File: src/rtl/irq_pkg.sv
// Shared definitions for the interrupt dispatcher: FSM state encoding,
// source count, vector width and the default ack timeout.
package irq_pkg;

    localparam int N_SRC       = 8;
    localparam int VEC_W       = 3;
    localparam int TIMEOUT_DEF = 15;

    typedef enum logic [1:0] {
        ST_IDLE    = 2'd0,
        ST_ASSERT  = 2'd1,
        ST_SERVICE = 2'd2,
        ST_HOLDOFF = 2'd3
    } state_t;

endpackage

File: src/rtl/irq_vec_decode.sv
// Converts a 3-bit source index into the 8-bit one-hot acknowledge pattern.
module irq_vec_decode
    import irq_pkg::*;
(
    input  logic [VEC_W-1:0] i_idx,
    output logic [N_SRC-1:0] o_onehot
);

    // Set exactly the bit addressed by the index.
    always_comb begin
        o_onehot        = '0;
        o_onehot[i_idx] = 1'b1;
    end

endmodule

File: src/rtl/irq_dispatcher.sv
// Interrupt dispatcher: qualifies the encoded request against int_en and the
// per-source mask, raises irq with a latched vector, and returns a one-hot
// acknowledge to the serviced source once the CPU accepts.
//
// Optional feature: define IRQ_TIMEOUT_EN to abandon an unacknowledged irq
// after TIMEOUT cycles in ASSERT and raise the sticky timeout_err flag.
//
// Handshake: a request is taken in IDLE when req_valid=1, status[7]=1 and the
// source is unmasked; irq then stays high until the cycle cpu_ack=1 is seen
// (or the timeout expires), and src_ack pulses one cycle after that ack.
module irq_dispatcher
    import irq_pkg::*;
#(
    parameter int N_SRC   = irq_pkg::N_SRC,
    parameter int TIMEOUT = irq_pkg::TIMEOUT_DEF
) (
    input  logic             clk,
    input  logic             rstN,
    input  logic [VEC_W-1:0] code,
    input  logic             req_valid,
    input  logic [7:0]       status,
    input  logic             mask_wr,
    input  logic [N_SRC-1:0] mask_data,
    input  logic             cpu_ack,
    input  logic             err_clr,
    output logic             irq,
    output logic [VEC_W-1:0] vector,
    output logic [N_SRC-1:0] src_ack,
    output logic             busy,
    output logic             timeout_err,
    output state_t           o_dbg_state
);

    if (N_SRC != 8) begin : g_bad_nsrc
        $error("irq_dispatcher: N_SRC must be 8");
    end
    if (TIMEOUT < 1 || TIMEOUT > 255) begin : g_bad_timeout
        $error("irq_dispatcher: TIMEOUT must be 1..255");
    end

    state_t           r_state;
    logic [VEC_W-1:0] r_vector;
    logic             r_irq;
    logic [N_SRC-1:0] r_src_ack;
    logic             r_busy;
    logic [N_SRC-1:0] r_mask;
    logic [N_SRC-1:0] w_onehot;
    logic             w_take;
    logic             w_unused;

`ifdef IRQ_TIMEOUT_EN
    // Last counter value before the timeout fires: irq is then high for
    // exactly TIMEOUT cycles when no ack arrives.
    localparam logic [7:0] TO_LAST = 8'(TIMEOUT - 1);
    logic [7:0] r_cnt;
    logic       r_timeout_err;
    assign timeout_err = r_timeout_err;
    assign w_unused    = ^status[6:0];
`else
    assign timeout_err = 1'b0;
    assign w_unused    = ^{status[6:0], err_clr};
`endif

    irq_vec_decode u_decode (
        .i_idx    (r_vector),
        .o_onehot (w_onehot)
    );

    // Capture qualifier; uses the mask as it stood before any same-cycle write.
    assign w_take = req_valid && status[7] && !r_mask[code];

    // Dispatcher FSM with registered irq/src_ack/busy, mask and error flag.
    always_ff @(posedge clk or negedge rstN) begin
        if (!rstN) begin
            r_state       <= ST_IDLE;
            r_vector      <= '0;
            r_irq         <= 1'b0;
            r_src_ack     <= '0;
            r_busy        <= 1'b0;
            r_mask        <= '0;
`ifdef IRQ_TIMEOUT_EN
            r_cnt         <= '0;
            r_timeout_err <= 1'b0;
`endif
        end else begin
            if (mask_wr) begin
                r_mask <= mask_data;
            end
            r_src_ack <= '0;
`ifdef IRQ_TIMEOUT_EN
            // A timeout set later in this block overrides the clear.
            if (err_clr) begin
                r_timeout_err <= 1'b0;
            end
`endif
            case (r_state)
                ST_IDLE: begin
                    if (w_take) begin
                        r_state  <= ST_ASSERT;
                        r_vector <= code;
                        r_irq    <= 1'b1;
                        r_busy   <= 1'b1;
`ifdef IRQ_TIMEOUT_EN
                        r_cnt    <= '0;
`endif
                    end
                end
                ST_ASSERT: begin
                    // Ack beats timeout when both land on the same cycle.
                    if (cpu_ack) begin
                        r_state   <= ST_SERVICE;
                        r_irq     <= 1'b0;
                        r_src_ack <= w_onehot;
                    end
`ifdef IRQ_TIMEOUT_EN
                    else if (r_cnt == TO_LAST) begin
                        r_state       <= ST_IDLE;
                        r_irq         <= 1'b0;
                        r_busy        <= 1'b0;
                        r_timeout_err <= 1'b1;
                    end else begin
                        r_cnt <= r_cnt + 8'd1;
                    end
`endif
                end
                ST_SERVICE: begin
                    r_state <= ST_HOLDOFF;
                end
                ST_HOLDOFF: begin
                    // One quiet cycle so the source can drop its line.
                    r_state <= ST_IDLE;
                    r_busy  <= 1'b0;
                end
                default: begin
                    r_state <= ST_IDLE;
                    r_irq   <= 1'b0;
                    r_busy  <= 1'b0;
                end
            endcase
        end
    end

    assign irq         = r_irq;
    assign vector      = r_vector;
    assign src_ack     = r_src_ack;
    assign busy        = r_busy;
    assign o_dbg_state = r_state;

endmodule

File: config.mk
export PLATFORM = sky130hd
export DESIGN_NAME = irq_dispatcher
export DESIGN_NICKNAME = d
export VERILOG_FILES = /design/src/rtl/irq_pkg.sv /design/src/rtl/irq_vec_decode.sv /design/src/rtl/irq_dispatcher.sv
export SDC_FILE = /design/constraint.sdc
export NUM_CORES = 1
export LEC_CHECK = 0
export CELL_PAD_IN_SITES_DETAIL_PLACEMENT = 1
export CELL_PAD_IN_SITES_GLOBAL_PLACEMENT = 1
export CORE_ASPECT_RATIO = 1.25
export CORE_UTILIZATION = 35
export CTS_BUF_LIST = sky130_fd_sc_hd__clkbuf_4 sky130_fd_sc_hd__clkbuf_8
export CTS_CLUSTER_SIZE = 12
export DETAILED_ROUTE_END_ITERATION = 16
export GPL_TIMING_DRIVEN = 0
export PLACE_DENSITY = 0.89
export SLEW_MARGIN = 10
export SYNTH_ARGS = -nofsm -noshare
export SYNTH_HDL_FRONTEND = slang
export SYNTH_SLANG_ARGS = --single-unit
File: constraint.sdc
create_clock -name clk -period 2.5 [get_ports clk]
set_clock_uncertainty 0.1 [all_clocks]
set_input_delay 0.5 -clock clk [delete_from_list [all_inputs] [get_ports clk]]
set_output_delay 0.5 -clock clk [all_outputs]
set_load 0.01 [all_outputs]
# Word level (Yosys, flattened, before mapping)
# Index checks and enable logic that the tools add are counted.
# word_totals
ff_bits	23
out_inout_bits	16
word_cells	38
# op_classes
n_lt_le_gt_ge	3
n_eq_ne	5
muxes	13
n_reduce_logical	11
# ops
cell	n
$mux W8	2
$lt A3 B4 Y1 const B	2
$pmux W2 S4	1
$reduce_and A2 Y1	3
$eq A2 B2 Y1 const B	2
$mux W1	4
$mux W2	2
$ne A2 B2 Y1 const B	2
$pmux W1 S2	2
$reduce_bool A2 Y1	2
$bmux W1 S3	1
$demux W1 S3	1
$ge A3 B1 Y1 const B	1
$logic_and A1 B1 Y1	3
$reduce_and A3 Y1	1
$eq A2 B1 Y1 const B	1
$logic_not A2 Y1	1
$logic_not A1 Y1	1

# Depth between registers and ports, before layout
# Gate-level depths: netlist of run 1.
# depth
ltp_word	6
depth_mapped	7
depth_no_buf	6

# Cells and area by module
# Synthesis of run 1 repeated with hierarchy kept, for this count alone.
# unflattened
hier_cells	93
hier_area_um2	1171.1
# modules_own_cells
mod	n_inst	cells_per_inst	area_per_inst_um2	seq_area_each_um2
irq_dispatcher	1	85	1106.1	575.6
irq_vec_decode	1	8	65.1	0.0

# Worst setup path after synthesis of run 1
# Ideal clock, no wire load.
# synth_timing
kind	input to register
startpoint	in code[1]
endpoint	reg r_vector[0] (netlist: vector[0])
setup_time_ns	0.125
arrival_time_ns	1.842
slack_ns	0.433
stages	4
path_buffers	0
path_cell_list	mux4_1 > mux2i_4 > and3_4 > mux2_4
# synth_between
elab_chain_cells	5
# synth_rtl
item	line_no	source
start: declaration	irq_dispatcher.sv:19	input logic [VEC_W-1:0] code,
$bmux W1 S3	irq_dispatcher.sv:70	assign w_take = req_valid && status[7] && !r_mask[code];
$mux W1 (implied by the code)	irq_dispatcher.sv:70	
$logic_not A1 Y1	irq_dispatcher.sv:70	
$logic_and A1 B1 Y1	irq_dispatcher.sv:70	
$reduce_and A2 Y1 (no line)	--	
end signal: assignment	irq_dispatcher.sv:100	r_vector <= code;
end: declaration	irq_dispatcher.sv:42	logic [VEC_W-1:0] r_vector;
# Every way passes these cells. The select of a mux whose other input is x is not followed.
# A chain may end at the register's enable or synchronous reset.

# Worst setup path in the final report of run 1
# layout_timing
startpoint	in code[1]
endpoint	reg r_vector[2] (netlist: vector[2])
# Same word-level chain as after synthesis.

==> metrics.md, run 1 <==
| Metric | Value |
|---|---|
| Core Util, Final | 49.87% |
| # fillers | 328 |
| DR iter-0 viols | 11 |
| Setup Buffers After CTS | 0 |
| Vias per inst | 5.051 |
| Placed inst area | 1455 µm² |
| Slew @ Worst Pin | 1.001 ns |
| Initial antenna violation count | 0 |
| Clock Tree Root | clkbuf_4 |
| Crit end category | register |
| CP Buf/Inv Count | 1 |
| Max Cap Viol | 0 |
| Ant diodes | 0 |
| Psw | 0.0004489 W |
| Leading post-synthesis cells by cell area | dfrtp_1, mux2_2, ha_1, mux4_1, mux2_4 |
| Post-CTS resize count | 0 |
| Fin area | 1483 µm² |
| Crit path launch type | input port |
| Largest net degree at the start of global routing | 24 |
| Placer's final routability congestion estimate | 0.7270 |
| Reg2reg path depth | 4 |
| Syn Area/Cell | 12.61 µm² |
| H-Tree Level Count | 1 |
| Setup crit end | vector[2] |
| CTS sink count | 23 |
| Share of layout cells above drive strength 1 | 17.21% |
| Pwr dens | 855.6 nW/µm² |
| Hold wc startpoint | r_mask[1] |
| Comb pwr share | 44.8% |
| Sequential cell area | 575.6 µm² |
| Number of global-route vias before repair | 877 |
| Clk Latency, worst-skew pair | 0.31 ns |
| YS warnings | 0 |
| Overall routing resource usage | 15.40% |
| Placement Rows | 22 |
| Setup TNS | 0 ns |
| Final setup violation count | 0 |
| Synth Net Count | 118 |
| Full die area | 3401 µm² |
| R2r endpoint | vector[2] |
| Leakage power | 0.6310 nW |
| Core box area | 2973 µm² |
| Ports | 41 |
| Most frequent cell after synthesis | dfrtp_1 |
| Largest family of logic cells by synthesized area | multiplexers |
| Cell chain of the critical path | clkdlybuf4s50_1 -> mux4_1 -> mux2i_4 -> and3_4 -> mux2_4 |
| Critical Path AT | 2.52 ns |
| CTS tree | yes |
| Synth cell types | 31 |
| VDD IR-drop max | 0.3734 mV |
| Chip height | 64.96 µm |
| Via count | 798 |
| Primary FF master, synth | dfrtp_1 |
| Levels on crit path | 5 |
| Switching Fraction | 35.39% |
| CP max-delay cell | mux4_1 |
| Buffers on Ports | 30 |
| DRC Markers | 0 |
| RSZ-0062 raised after global routing | no |
| Min-delay worst type | register to register |
| EDFF count, synth | 0 |
| Initial core utilization | 37.33% |
| CTS Hold Bufs | 0 |
| Mux cell area share after synthesis | 20.86% |
| DP Wirelength | 1765 µm |
| Post-synthesis sequential area ratio | 51.86% |
| DRT Wirelength | 2210 µm |
| Worst EP required | 2.60 ns |
| Die X | 52.37 µm |
| Slew Viols, Final | 0 |
| Largest area contributor in the netlist | dfrtp_1 |
| Max clock buf depth | 2 |
| Final Cycle Share | 96.56% |
| Hold slack | 0.4212 ns |
| Share of the synthesized area in the top cell type | 51.86% |
| Grt total ovfl | 0 |
| Commonest cells post-synth | dfrtp_1, mux2_2, nor2_1, ha_1, nand2_1 |
| Post-synth ARST share | 100.0% |
| CTS Buf Count | 3 |
| Synth Area in Simple Gates | 13.64% |
| Post-Syn Area | 1110 µm² |
| NumNets Final | 153 |
| Layout Area Growth over Synthesis | 33.60% |
| Cells after Synth | 88 |
| WL per Instance | 13.99 µm |
| Synth Register Bits | 23 |
| Worst path max stage delay | 0.62 ns |
| Compound-cell area share of the yosys netlist | 5.073% |
| Post-route ant nets | 0 |
| DRT Pass-1 Iters | 3 |
| Critical Path Source | code[1] |
| Sequential fraction of design power | 41.9% |
| CP max FO | 7 |
| Post-route minimum period | 2.414 ns |
| Pint | 0.0008196 W |
| Area occupied by multi-input gates | 505.5 µm² |
| Synth Area in XOR/XNOR | 0% |
| Global-route wire length before repair | 3870 µm |
| Crit Reg-Reg Startpoint | r_mask[2] |
| Slew headroom | 33.08% |
| R2R setup slack | 0.49 ns |
| Clock slew at reported path FFs | 0.12 ns |
| Final Hold Fails | 0 |
| Max Freq | 414.2 MHz |
| Post-Synth Adder-Cell Area | 5.637% |
| Crit path max-delay family | multiplexers |
| CP Class | input port to register |
| Status | completed |
| Power consumption | 0.001269 W |
| Clk pwr share | 13.4% |
## cells in the final DEF (no fill, tap or decap), types with 2 or more instances in the layout
cell type,instances
nor2_1,9
clkdlybuf4s50_1,30
nand2b_1,3
inv_1,2
dfrtp_1,23
mux2_2,9
mux2_4,3
clkbuf_4,3
mux4_1,2
ha_1,5
o211ai_1,2
a21boi_0,2
nand3_1,3
nand2_1,4
nor3_1,3
## layout make-up
cell class              count  area share (%)
flip-flops and latches     23           38.82
multi-input cells          59           34.09
repair buffers             30           20.25
well taps                  36           3.038
clock buffers               3           1.519
plain buffers               4           1.435
inverters                   2          0.5063
clock inverters             1          0.3376
## registers in the layout, indices dropped and copies added, names as in the netlist
| signal | count |
|---|---|
| irq | 1 |
| r_mask | 8 |
| src_ack | 8 |
| vector | 3 |
| busy | 1 |
| o_dbg_state | 2 |
## worst min-delay path by stage
stage	endpoint	slack, ns	cells past startpoint
after floorplan	busy	0.10	0
after global placement	r_mask[1]	0.38	1
after detailed placement	r_mask[1]	0.39	1
after CTS	r_mask[2]	0.42	1
after global routing	r_mask[2]	0.45	1
final	r_mask[1]	0.42	1
## power by group through the flow
stage | Clock (W) | Combinational, W | Sequential (W)
after floorplan | 0 | 0.000313 | 0.000552
after global placement | 0 | 0.000537 | 0.000536
after detailed placement | 0 | 0.000576 | 0.000542
after CTS | 0.000179 | 0.000577 | 0.000534
after global routing | 0.000198 | 0.000628 | 0.000547
final | 0.000169 | 0.000568 | 0.000531
## metal layers
metal	wire, µm	global-route usage [%]
met1	895	17.51
met2	1201	28.48
met3	84	1.408
met4	29	5.921
met5	0	0
## cell families after synthesis
logic type               after synthesis
AO/OA/AOI/OAI                          8
adder cells (fa/ha/maj)                5
flip-flops                            23
other                                  1
AND/OR/NAND/NOR                       29
buffers and inverters                  6
multiplexers                          16
## through the flow
stage	std cells	worst slack [ns]
final	158	0.08592
after global routing	158	0.03534
after CTS	158	0.08580
after detailed placement	154	-0.2563
after global placement	154	-0.2393
after floorplan	88	0.4330
Power figures use the tool's default switching activity.
==> run 2: changes to the inputs <==
Settings changed: ABC_CLOCK_PERIOD_IN_PS from default to 2500, SETUP_SLACK_MARGIN from default to 0.4, SLEW_MARGIN 10 to default.
==> run 2 against run 1 <==
Net effect:
- cell area up 0.42%
- routed wire length is 1.8% higher
- first-iteration DRC count increased by 18%
==> metrics.md, run 2 (synthesis gave the netlist of run 1 again) <==
| Metric | Value |
|---|---|
| DRT Wirelength | 2250 µm |
| Clock Tree Root | clkbuf_4 |
| DRC Markers | 0 |
| Final setup violation count | 0 |
| Cell chain of the critical path | clkdlybuf4s50_1 -> mux4_2 -> mux2i_4 -> and3_4 -> mux2_4 |
| Placer's final routability congestion estimate | 0.7270 |
| Largest net degree at the start of global routing | 24 |
| Status | completed |
| DP Wirelength | 1765 µm |
| Share of layout cells above drive strength 1 | 20.16% |
| CTS sink count | 23 |
| Hold slack | 0.4280 ns |
| Min-delay worst type | register to register |
| Slew Viols, Final | 0 |
| Most frequent cells in the layout | clkdlybuf4s50_1, dfrtp_1, nor2_1, mux2_2, ha_1 |
| R2r endpoint | vector[2] |
| Crit path launch type | input port |
| Pre-CTS setup slack | -0.2563 ns |
| RSZ-0062 raised after global routing | no |
| Crit end category | register |
| Die X | 52.37 µm |
| Placement Rows | 22 |
| DRT Pass-1 Iters | 3 |
| CP Buf/Inv Count | 1 |
| H-Tree Level Count | 1 |
| Crit path max-delay family | multiplexers |
| Buffers on Ports | 30 |
| CP max-delay cell | clkdlybuf4s50_1 |
| CTS tree | yes |
| Worst path max stage delay | 0.52 ns |
| Core box area | 2973 µm² |
| Final setup margin | 0.5199 ns |
| Final Cycle Share | 79.20% |
| Commonest non-fill, non-tap cell in the layout | clkdlybuf4s50_1 |
| Pwr dens | 858.8 nW/µm² |
| Initial antenna violation count | 0 |
| R2R setup slack | 0.68 ns |
| WHS Path Cells | 1 |
| Slew headroom | 33.00% |
| CP Class | input port to register |
| Critical Path AT | 2.08 ns |
| Crit Reg-Reg Startpoint | r_mask[6] |
| Clk Latency, worst-skew pair | 0.31 ns |
| Full die area | 3401 µm² |
| Post-route minimum period | 1.980 ns |
| DR iter-0 viols | 13 |
| DP Cell Count | 154 |
| Overall routing resource usage | 15.92% |
| VDD IR-drop max | 0.3728 mV |
| Layout Area Growth over Synthesis | 34.16% |
| Ant diodes | 0 |
| Final Hold Fails | 0 |
| Max clock buf depth | 2 |
| Hold wc startpoint | r_mask[2] |
| Worst EP required | 2.60 ns |
| NumNets Final | 155 |
| Global-route wire length before repair | 4008 µm |
| Max Cap Viol | 0 |
| Initial core utilization | 37.33% |
| Clock slew at reported path FFs | 0.12 ns |
| Setup TNS | 0 ns |
| Slew @ Worst Pin | 1.002 ns |
| Leakage power | 0.6335 nW |
| Grt total ovfl | 0 |
| Finished Layout Cells | 160 |
| Ports | 41 |
| Via count | 808 |
| Core Util, Final | 50.08% |
| Vias per inst | 5.050 |
| Number of global-route vias before repair | 891 |
| CTS Buf Count | 3 |
| Chip height | 64.96 µm |
| CP max FO | 3 |
| Max Freq | 505.0 MHz |
| Post-route ant nets | 0 |
| Reg2reg path depth | 4 |
| WHS Endpoint | r_mask[2] |
| WL per Instance | 14.06 µm |
## run 2: report_power, final
part           total [W]  switching (W)  internal (W)
sequential      0.000532      0.0000819      0.000450
clock           0.000170       0.000110     0.0000597
combinational   0.000577       0.000260      0.000317
## run 2: area by class of cell
type	instances	area (µm²)
buffer	4	21.27
clock buffer	3	22.52
clock inverter	1	5.005
fill	331	1484
inverter	2	7.507
multi-input combinational	59	498.0
sequential	23	575.6
tap	36	45.04
timing repair buffer	32	314.1
## run 2: metal layers
layer	up-vias	share of wire (%)	track usage [%]
li1	378	-	-
met1	401	40	18.39
met2	25	55	29.27
met3	4	3.7	1.408
met4	0	1.3	5.921
met5	-	0	0
## run 2: worst max-delay path by stage
stage / depth (start not counted) / end / start
2_1_floorplan: 4 / vector[0] / code[1]
3_3_place_gp: 5 / vector[0] / code[1]
3_5_place_dp: 5 / vector[2] / code[1]
4_1_cts: 1 / vector[2] / vector[2]
5_1_grt: 1 / vector[1] / vector[1]
6_report: 5 / vector[2] / code[2]
## run 2: repair_timing
| action | CTS | global route |
|---|---|---|
| buffers inserted | 2 | 0 |
| endpoints found under the setup margin | 6 | 0 |
| resized for setup | 3 | 0 |
| hold buffers | 0 | 0 |
## run 2: metrics by stage
step | power, W | cell area, µm²
after floorplan | 0.0008651 | 1110
after global placement | 0.001073 | 1455
after detailed placement | 0.001118 | 1455
after CTS | 0.001298 | 1489
after global routing | 0.001384 | 1489
final | 0.001279 | 1489
==> run 3: changes to the inputs <==
Settings changed: ABC_CLOCK_PERIOD_IN_PS 2500 to 2000.
Clock period 2.5 ns to 2 ns, I/O delays scaled along.
==> run 3 against run 2 <==
Net effect:
- die area unchanged
- worst setup slack worse by 0.40 ns
- sequential cell count did not move
- non-clock buffer count up 10
- combinational power up 46%
- critical endpoint unchanged
- highest routed layer unchanged
==> metrics.md, run 3 (synthesis gave the netlist of run 1 again) <==
| Metric | Value |
|---|---|
| Sequential cell area | 578.1 µm² |
| R2R setup slack | 0.12 ns |
| Final Hold Fails | 0 |
| Power consumption | 0.001684 W |
| Final Cycle Share | 93.87% |
| Crit Reg-Reg Startpoint | r_mask[7] |
| Initial antenna violation count | 0 |
| Via count | 862 |
| Vias per inst | 5.071 |
| DP Wirelength | 1941 µm |
| Clock Tree Root | clkbuf_4 |
| Placement Rows | 22 |
| Share of layout cells above drive strength 1 | 28.36% |
| Clock slew at reported path FFs | 0.12 ns |
| Final setup violation count | 0 |
| Core Util, Final | 52.40% |
| Crit path launch type | register |
| DRC Markers | 0 |
| Worst EP required | 2.10 ns |
| Ports | 41 |
| Global-route wire length before repair | 4298 µm |
| Pwr dens | 1081 nW/µm² |
| DP Cell Count | 154 |
| Slew headroom | 31.61% |
| DRT Pass-1 Iters | 4 |
| Most frequent cells in the layout | dfrtp_1, dlygate4sd2_1, buf_4, clkdlybuf4s50_1 |
| WL per Instance | 15.34 µm |
| Ant diodes | 0 |
| Critical Path AT | 1.97 ns |
| Core box area | 2973 µm² |
| Buffers on Ports | 30 |
| CTS tree | yes |
| Max clock buf depth | 2 |
| Placer's final routability congestion estimate | 0.7431 |
| H-Tree Level Count | 1 |
| Reg2reg path depth | 4 |
| Chip height | 64.96 µm |
| NumNets Final | 165 |
| Post-route ant nets | 0 |
| Grt total ovfl | 0 |
| Max Cap Viol | 0 |
| Slew @ Worst Pin | 1.024 ns |
| Initial core utilization | 37.33% |
| Finished Layout Cells | 170 |
| Number of global-route vias before repair | 915 |
| # fillers | 344 |
| DRT Wirelength | 2607 µm |
| Largest net degree at the start of global routing | 24 |
| DR iter-0 viols | 18 |
| R2r endpoint | vector[2] |
| Post-route minimum period | 1.877 ns |
| CP Class | register to register |
| VDD IR-drop max | 0.5365 mV |
| Overall routing resource usage | 17.22% |
| Min-delay worst type | input port to asynchronous set/reset pin |
| Status | completed |
| Crit end category | register |
| Max Freq | 532.6 MHz |
| Die X | 52.37 µm |
| CTS sink count | 23 |
| Full die area | 3401 µm² |
| Area occupied by multi-input gates | 498.0 µm² |
| CP max FO | 3 |
| Layout Area Growth over Synthesis | 40.36% |
| Clk Latency, worst-skew pair | 0.30 ns |
| Commonest non-fill, non-tap cell in the layout | dfrtp_1 |
| CTS Buf Count | 3 |
| RSZ-0062 raised after global routing | yes |
| Setup TNS | 0 ns |
| Slew Viols, Final | 0 |
| Leakage power | 0.7417 nW |
| Hold slack | 0.1613 ns |
[run 3: cell types whose count changed in the layout (fill, tap and decap cells not counted), moves of 2 or more]
cell,change
clkdlybuf4s50_1,-17
dlygate4sd2_1,+15
buf_4,+9
dfrtp_1,-2
dfrtp_2,+2
[run 3: what timing repair did]
item	CTS	global route
hold buffers	0	0
gates resized for setup	21	2
setup buffers	9	3
endpoints found under the hold margin	0	0
pin swaps	1	1
endpoints found under the setup margin	22	9
[run 3: critical path: stages, from the launching register on]
cell     delay, ns
dfrtp_1       0.39
mux4_2        0.53
mux2i_4       0.20
and3_4        0.25
mux2_4        0.31
[run 3: worst max-delay path by stage]
stage,startpoint,to,slack [ns],depth (start not counted)
4_1_cts,r_mask[7],vector[2],0.12,4
5_1_grt,r_mask[6],vector[2],0.08,4
3_5_place_dp,code[1],vector[2],-0.65,5
3_3_place_gp,code[1],vector[0],-0.59,5
2_1_floorplan,code[1],vector[0],0.11,4
6_report,r_mask[7],vector[2],0.12,4
[run 3: layout make-up]
cell class	count	share of cell area (%)
Buffer	4	1.365
Clock buffer	4	1.928
Sequential cell	23	37.11
Timing Repair Buffer	42	24.26
Inverter	2	0.4819
Tap cell	36	2.892
Multi-Input combinational cell	59	31.97
[run 3: power by group]
part	internal [W]	switching, W	total (W)
Sequential	0.000566	0.0000560	0.000622
Clock	0.0000911	0.000129	0.000221
Combinational	0.000429	0.000412	0.000841
[run 3: per-stage QoR]
stage / cell area [µm²] / setup slack [ns]
after CTS: 1529 / 0.1233
final: 1558 / 0.1226
after floorplan: 1102 / 0.1058
after detailed placement: 1448 / -0.6462
after global placement: 1448 / -0.5860
after global routing: 1558 / 0.07779
[run 3: metal layers]
layer / wire length, µm / vias up / global-route usage [%]
li1: - / 397 / -
met1: 992 / 434 / 19.41
met2: 1444 / 25 / 31.96
met3: 93 / 6 / 1.408
met4: 76 / 0 / 6.908
met5: 0 / - / 0
==> RTL edit (settings of run 2) <==
Change the package constant `VEC_W` from 3 to 2.
--- a/src/rtl/irq_pkg.sv
+++ b/src/rtl/irq_pkg.sv
@@ -4,5 +4,5 @@
 
     localparam int N_SRC       = 8;
-    localparam int VEC_W       = 3;
+    localparam int VEC_W       = 2;
     localparam int TIMEOUT_DEF = 15;
 
Interface: changed (resized code and vector); port bits go from 41 to 39. The function was not compared with the original's and may differ.
==> RTL edit against run 2 <==
Die area down 34%; synthesized cell count down 35%; area after synthesis down 35%; worst setup slack worse by 0.018 ns; total power down 29%; cell area down 33%; sequential cell count down 9; critical path depth unchanged; routed wire length down 41%; critical path type unchanged; highest routed layer unchanged.
==> RTL edit: results (changes against run 2) <==
drt_iter0_drc: 0  # was 13
timing.slew.headroom: 0.587  # was 0.330
nets: 116  # was 155
status: "finished clean"  # unchanged
routed_wl_um: 1330  # was 2250 um
grt_pass1_vias: 569  # was 891
wl_per_cell_um: 12.6  # was 14.1 um
ys_types: 22  # was 31
cts_setup_buffers: 0  # was 2
place_congestion: 0.691  # was 0.727
wl_met2_um: 723  # was 1230 um
grt_start_max_net_pins: 15  # was 24
cts.clk_slew.worst_paths_ns: 0.09  # was 0.12 ns
dpl-instance-area_um2: 967  # was 1460 um^2
clock_latency_ns: 0.28  # was 0.31 ns
ys_top_cells_by_count: "dfrtp_1, buf_4, ha_1, inv_1, mux2_2"  # was dfrtp_1, mux2_2, nor2_1
leakagePower_nw: 0.450  # was 0.634 nW
ir_drop_mv: 0.464  # was 0.373 mV
vias: 512  # was 808
post_cts_resized: 0  # was 3
syn_area_per_cell_um2: 12.6  # about the same
routed-wl-met3_um: 76  # was 84 um
place_hpwl_um: 1100  # was 1760 um
antenna_cells: 0  # unchanged
p_sw_w: 0.000307  # was 0.000452 W
grtUsageTotal: 0.150  # was 0.159
dpl.cell_count: 101  # was 154
grt_pass1_wl_um: 2440  # was 4010 um
drt-met1-wl_um: 511  # was 906 um
synth.area.top_cells: "dfrtp_1, ha_1, mux2_2, buf_4, mux2_4"  # was dfrtp_1, mux2_2, ha_1, mux4_1, mux2_4
-- RTL edit: per-stage QoR --
| stage | setup WS [ns] | power (W) |
|---|---|---|
| floorplan | 0.846 | 0.000574 |
| global placement | 0.196 | 0.000733 |
| detailed placement | 0.196 | 0.000756 |
| CTS | 0.504 | 0.000926 |
| global route | 0.462 | 0.000987 |
| finish | 0.501 | 0.000909 |
-- RTL edit: per-layer routing --
layer,global-route usage,vias to the layer above
li1,-,246
met1,0.145,244
met2,0.290,20
met3,0.0448,2
met4,0.0625,0
met5,0,-
-- RTL edit: final timing paths --
check	startpoint	cells after the start	slack, ns	to
worst max register to register	o_dbg_state[0]	5	0.87	o_dbg_state[1]
min in group asynchronous	rstN	1	0.50	src_ack[0]
max in group asynchronous	rstN	1	1.40	r_mask[3]
worst max-delay path	code[1]	5	0.50	o_dbg_state[1]
worst min register to register	r_mask[2]	1	0.41	r_mask[2]
worst min-delay path	r_mask[2]	1	0.41	r_mask[2]
-- RTL edit: power by group through the flow --
stage               Sequential, W  Combinational (W)  Clock (W)
floorplan                0.000365           0.000209          0
global placement         0.000348           0.000386          0
detailed placement       0.000352           0.000404          0
CTS                      0.000348           0.000404   0.000174
global route             0.000360           0.000444   0.000183
finish                   0.000347           0.000397   0.000165
-- RTL edit: cell families after synthesis --
group,Yosys count,synth area share
other,1,0.00522
adders and majority gates,5,0.0871
AOI/OAI and AO/OA,8,0.105
muxes,10,0.164
and+or+nand+nor,9,0.0732
buffers and inverters,10,0.0784
DFF,14,0.488
-- RTL edit: final cells by class --
class / instances / area (um^2) / share of cell area
clock buffers: 4 / 36.3 / 0.0362
flip-flops and latches: 14 / 350 / 0.349
multi-input cells: 37 / 327 / 0.325
well taps: 19 / 23.8 / 0.0237
inverters: 5 / 18.8 / 0.0187
plain buffers: 5 / 37.5 / 0.0374
repair buffers: 21 / 210 / 0.209
-- RTL edit: worst register-to-register path: stages (launching register included) --
cell	delay, ns
dfrtp_1	0.42
inv_1	0.13
ha_1	0.22
inv_1	0.12
o22ai_2	0.20
mux2_4	0.32
